File: config.mk
export PLATFORM = sky130hd
export DESIGN_NAME = exc_vector_mux
export DESIGN_NICKNAME = d
export VERILOG_FILES = /design/src/rtl/exc_vector_mux.sv
export SDC_FILE = /design/constraint.sdc
export NUM_CORES = 1
export LEC_CHECK = 0
export CORE_MARGIN = 2
export CORE_UTILIZATION = 30
export CTS_CLUSTER_DIAMETER = 40
export DETAILED_ROUTE_END_ITERATION = 8
export GPL_ROUTABILITY_DRIVEN = 0
export GPL_TIMING_DRIVEN = 0
export PLACE_DENSITY = 0.77
export SYNTH_ARGS = -nofsm -noshare
export SYNTH_HDL_FRONTEND = slang
export SYNTH_SLANG_ARGS = --single-unit
File: constraint.sdc
create_clock -name clk -period 1.37 [get_ports clk]
set_input_delay 0.137 -clock clk [delete_from_list [all_inputs] [get_ports clk]]
set_output_delay 0.137 -clock clk [all_outputs]
set_load 0.03 [all_outputs]
File: src/rtl/exc_vector_mux.sv
// Registered N-way PC-source selector with exception entry: on a request it
// issues the vector byte read, then presents the zero-extended handler address.
module exc_vector_mux #(
    parameter int  WIDTH    = 32,
    parameter int  N_DATA   = 4,
    parameter int  N_EXC    = 3,
    parameter int  VEC_BASE = 253,
    parameter int  MEM_LAT  = 1,
    localparam int SW       = (N_DATA > 1) ? $clog2(N_DATA) : 1,
    localparam int EW       = (N_EXC > 1) ? $clog2(N_EXC) : 1
) (
    input  logic                      clk,
    input  logic                      reset,
    input  logic [SW-1:0]             sel,
    input  logic [N_DATA*WIDTH-1:0]   data_in,
    input  logic [N_EXC-1:0]          exc_req,
    input  logic [7:0]                mem_byte,
    output logic [WIDTH-1:0]          data_out,
    output logic                      mem_rd,
    output logic                      busy,
    output logic                      exc_done,
    output logic [EW-1:0]             exc_cause
);

    localparam int CW  = $clog2(MEM_LAT + 1);
    localparam int NCH = 1 << SW;

    typedef enum logic {IDLE, WAIT} state_t;

    state_t           state, state_nxt;
    logic [CW-1:0]    cnt, cnt_nxt;
    logic [WIDTH-1:0] dout_nxt;
    logic             mem_rd_nxt, busy_nxt, done_nxt;
    logic [EW-1:0]    cause_nxt;
    logic [EW-1:0]    exc_idx;
    logic [WIDTH-1:0] vec_addr;
    logic [WIDTH-1:0] chan [NCH];

    // Select codes with no physical channel behind them fold onto channel 0.
    for (genvar k = 0; k < NCH; k++) begin : g_chan
        if (k < N_DATA) begin : g_real
            assign chan[k] = data_in[k*WIDTH +: WIDTH];
        end else begin : g_fold
            assign chan[k] = data_in[WIDTH-1:0];
        end
    end

    // Downward scan so the lowest set bit wins.
    always_comb begin
        exc_idx = '0;
        for (int i = N_EXC - 1; i >= 0; i--) begin
            if (exc_req[i]) exc_idx = EW'(i);
        end
    end

    assign vec_addr = WIDTH'(VEC_BASE) + WIDTH'(exc_idx);

    always_comb begin
        state_nxt  = state;
        cnt_nxt    = cnt;
        dout_nxt   = data_out;
        mem_rd_nxt = mem_rd;
        busy_nxt   = busy;
        done_nxt   = 1'b0;
        cause_nxt  = exc_cause;
        case (state)
            IDLE: begin
                if (exc_req != '0) begin
                    cause_nxt  = exc_idx;
                    dout_nxt   = vec_addr;
                    mem_rd_nxt = 1'b1;
                    busy_nxt   = 1'b1;
                    cnt_nxt    = CW'(MEM_LAT);
                    state_nxt  = WAIT;
                end else begin
                    dout_nxt = chan[sel];
                end
            end
            WAIT: begin
                if (cnt != '0) begin
                    cnt_nxt = cnt - CW'(1);
                end else begin
                    dout_nxt   = WIDTH'(mem_byte);
                    mem_rd_nxt = 1'b0;
                    busy_nxt   = 1'b0;
                    done_nxt   = 1'b1;
                    state_nxt  = IDLE;
                end
            end
            default: state_nxt = IDLE;
        endcase
    end

    // Reset also aborts an outstanding vector read, so no exc_done follows it.
    always_ff @(posedge clk) begin
        if (reset) begin
            state     <= IDLE;
            cnt       <= '0;
            data_out  <= '0;
            mem_rd    <= 1'b0;
            busy      <= 1'b0;
            exc_done  <= 1'b0;
            exc_cause <= '0;
        end else begin
            state     <= state_nxt;
            cnt       <= cnt_nxt;
            data_out  <= dout_nxt;
            mem_rd    <= mem_rd_nxt;
            busy      <= busy_nxt;
            exc_done  <= done_nxt;
            exc_cause <= cause_nxt;
        end
    end

endmodule
==> metrics <==
Setup Total Neg Slack=-0.0276 ns; Ports=between 150 and 200; hpwl dp=6120 um; drt via density=roughly 5; worst r2r src=state; H-Tree Depth=2; Power Density=~730 mW/mm^2; DR DRC count=0; TritonRoute pass-1 iters=4; Least-Margin Pin Slew=0.483 ns; Initial Util=0.312; FF/Latch Area=762 um^2; Mean Syn Cell Area=around 13 um^2; CP Class=reg2reg; max-cap violations=0; CTS tree=done; register area share after synthesis=0.332; # port buffers=177; peak supply drop=0.531 mV; worst hold start=reset; Critical Path RT=1.56 ns; Multi-input gate area=0.00139 mm^2; Startpoint Class=flip-flop; Die Y=91.3 um; Clock Sinks=38; RSZ-0062 raised after global routing=yes; CTS buffer count=5; maximum clock rate=716 MHz; # hold bufs at CTS=0; Distinct cells, synth=33; initial drt markers=between 40 and 50; Post-Syn Instances=about 170; later-pin clock latency in the skew report=0.29 ns; pre-CTS setup slack=-0.805 ns; outcome=finished, violations left; Relative slew margins=0.678; #FFs+latches synth=38; worst clock skew=0.00348 ns; die area=0.00834 mm^2; warnings from Yosys=0; CTS root buffer=clkbuf_8; HP Class=in2reg; Final Max Tran Viols=0; Final Hold Vio Count=0; Setup crit end=data_out[7]; Final Setup Violations=1; most common cell after layout, fill and taps aside=clkdlybuf4s50_1; grt ovf=0; Worst Setup End Kind=flip-flop; largest net degree at the start of global routing=12; Final ANT Viol Nets=0; # diodes=0; WL final=7400 um; Pleak=1.79 nW; post-layout min period=1.40 ns; R2R depth=3; Via Count=~2300; Worst Setup Slack, final=-0.0276 ns; wire length per cell=16.3 um; first-pass GRT wire length=12000 um; Reg clk slew, reported paths=approximately 0.070 ns; clock buffer depth=2; number of synthesized flops with an enable pin=0; final period utilization=1.02; commonest cells after routing, fill and taps aside=clkdlybuf4s50_1, dlygate4sd2_1, dfxtp_1; asr flop ratio synth=0; CP arrival=about 1.6 ns; syn nets=about 320; FF-to-FF End=data_out[7]; area of the core=0.00733 mm^2; Max FO, Critical Path=8; area delta synth->final=88.1%; Die X=91.3 um; number of global-route vias before repair=2499; main flop type after synthesis=dfxtp_1; Post-Syn Area=between 0.002 and 0.0025 mm^2; Worst Setup SP=state; initial antenna violation count=0; flop2flop setup slack=-0.03 ns; Tot GR Track Use=0.185; share of layout cells above drive strength 1=0.158; Final nets=499; number of cell rows=31; fillers=628; failing checks=negative setup slack
==> worst min-delay path by stage <==
stage | end | depth (start not counted)
after floorplan | data_out[0] | 2
after global placement | data_out[8] | 2
after global routing | data_out[2] | 3
after detailed placement | data_out[8] | 2
after CTS | data_out[4] | 3
final | data_out[4] | 3
==> timing repair <==
action | in CTS | in global routing
resized for setup | 53 | 10
pin swaps | 4 | 3
endpoints found under the setup margin | 69 | 24
buffers inserted | 1 | 0
==> layout make-up <==
type / count / share of cell area
plain buffers: 18 / 0.0433
clock buffers: 6 / 0.0192
clock inverters: 1 / 0.00697
multi-input cells: 114 / 0.323
flip-flops and latches: 38 / 0.177
well taps: 99 / 0.0288
repair buffers: 178 / 0.401
==> synth_stat cells (2+ instances only) <==
library cell,instances,share of area
a21oi_1,9,0.020
nand2b_1,8,0.022
mux4_2,23,0.23
a22o_1,35,0.13
dfxtp_1,38,0.33
mux4_1,9,0.10
clkbuf_8,3,0.018
buf_4,3,0.0098
clkbuf_1,6,0.0098
nor3_2,2,0.0087
buf_2,2,0.0044
nor2b_1,3,0.0082
buf_6,4,0.020
nor2_1,6,0.0098
o2bb2ai_1,2,0.0077
==> metrics by stage <==
| step | total power [mW] | utilization | hold WS, ns | cell area [um^2] | cells |
|---|---|---|---|---|---|
| global route | 3.31 | 0.587 | 0.330 | 4310 | 454 |
| global placement | 2.22 | 0.571 | 0.455 | 4190 | 447 |
| detailed placement | 2.24 | 0.571 | 0.463 | 4190 | 447 |
| finish | 3.15 | 0.587 | 0.311 | 4310 | 454 |
| floorplan | 1.67 | - | 0.329 | 2290 | 171 |
| CTS | 3.19 | 0.586 | 0.303 | 4290 | 455 |
==> report_power, final <==
part / leakage (nW) / switching [mW] / internal [mW]
sequential: 0.311 / 0.0250 / 1.16
combinational: 1.42 / 0.349 / 0.652
clock: 0.0573 / 0.383 / 0.582
total: 1.79 / 0.758 / 2.39
==> metal layers <==
metal	GRT usage	vias up	wire length, um
met3	0.0581	10	622
met4	0.0467	0	97
met5	0	-	0
met1	0.211	1087	2780
li1	-	1076	-
met2	0.334	110	3900
==> flip-flops by register name (all words and copies together) (netlist names) <==
name / flops
cnt: 1
exc_cause: 2
state: 1
data_out: 32
exc_done: 1
busy: 1
==> cells by family after synthesis <==
kind of cell,share of synthesized area
AND/OR/NAND/NOR,0.0705
buffers and inverters,0.0705
flip-flops,0.332
AO/OA/AOI/OAI,0.180
adder cells (fa/ha/maj),0.00547
multiplexers,0.341
==> worst max-delay path: stages (launching register included) <==
cell and delay [ns]:
dfxtp_2 0.33, or4_4 0.48, a22o_1 0.29, a22o_1 0.20
Power figures use the tool's default switching activity.
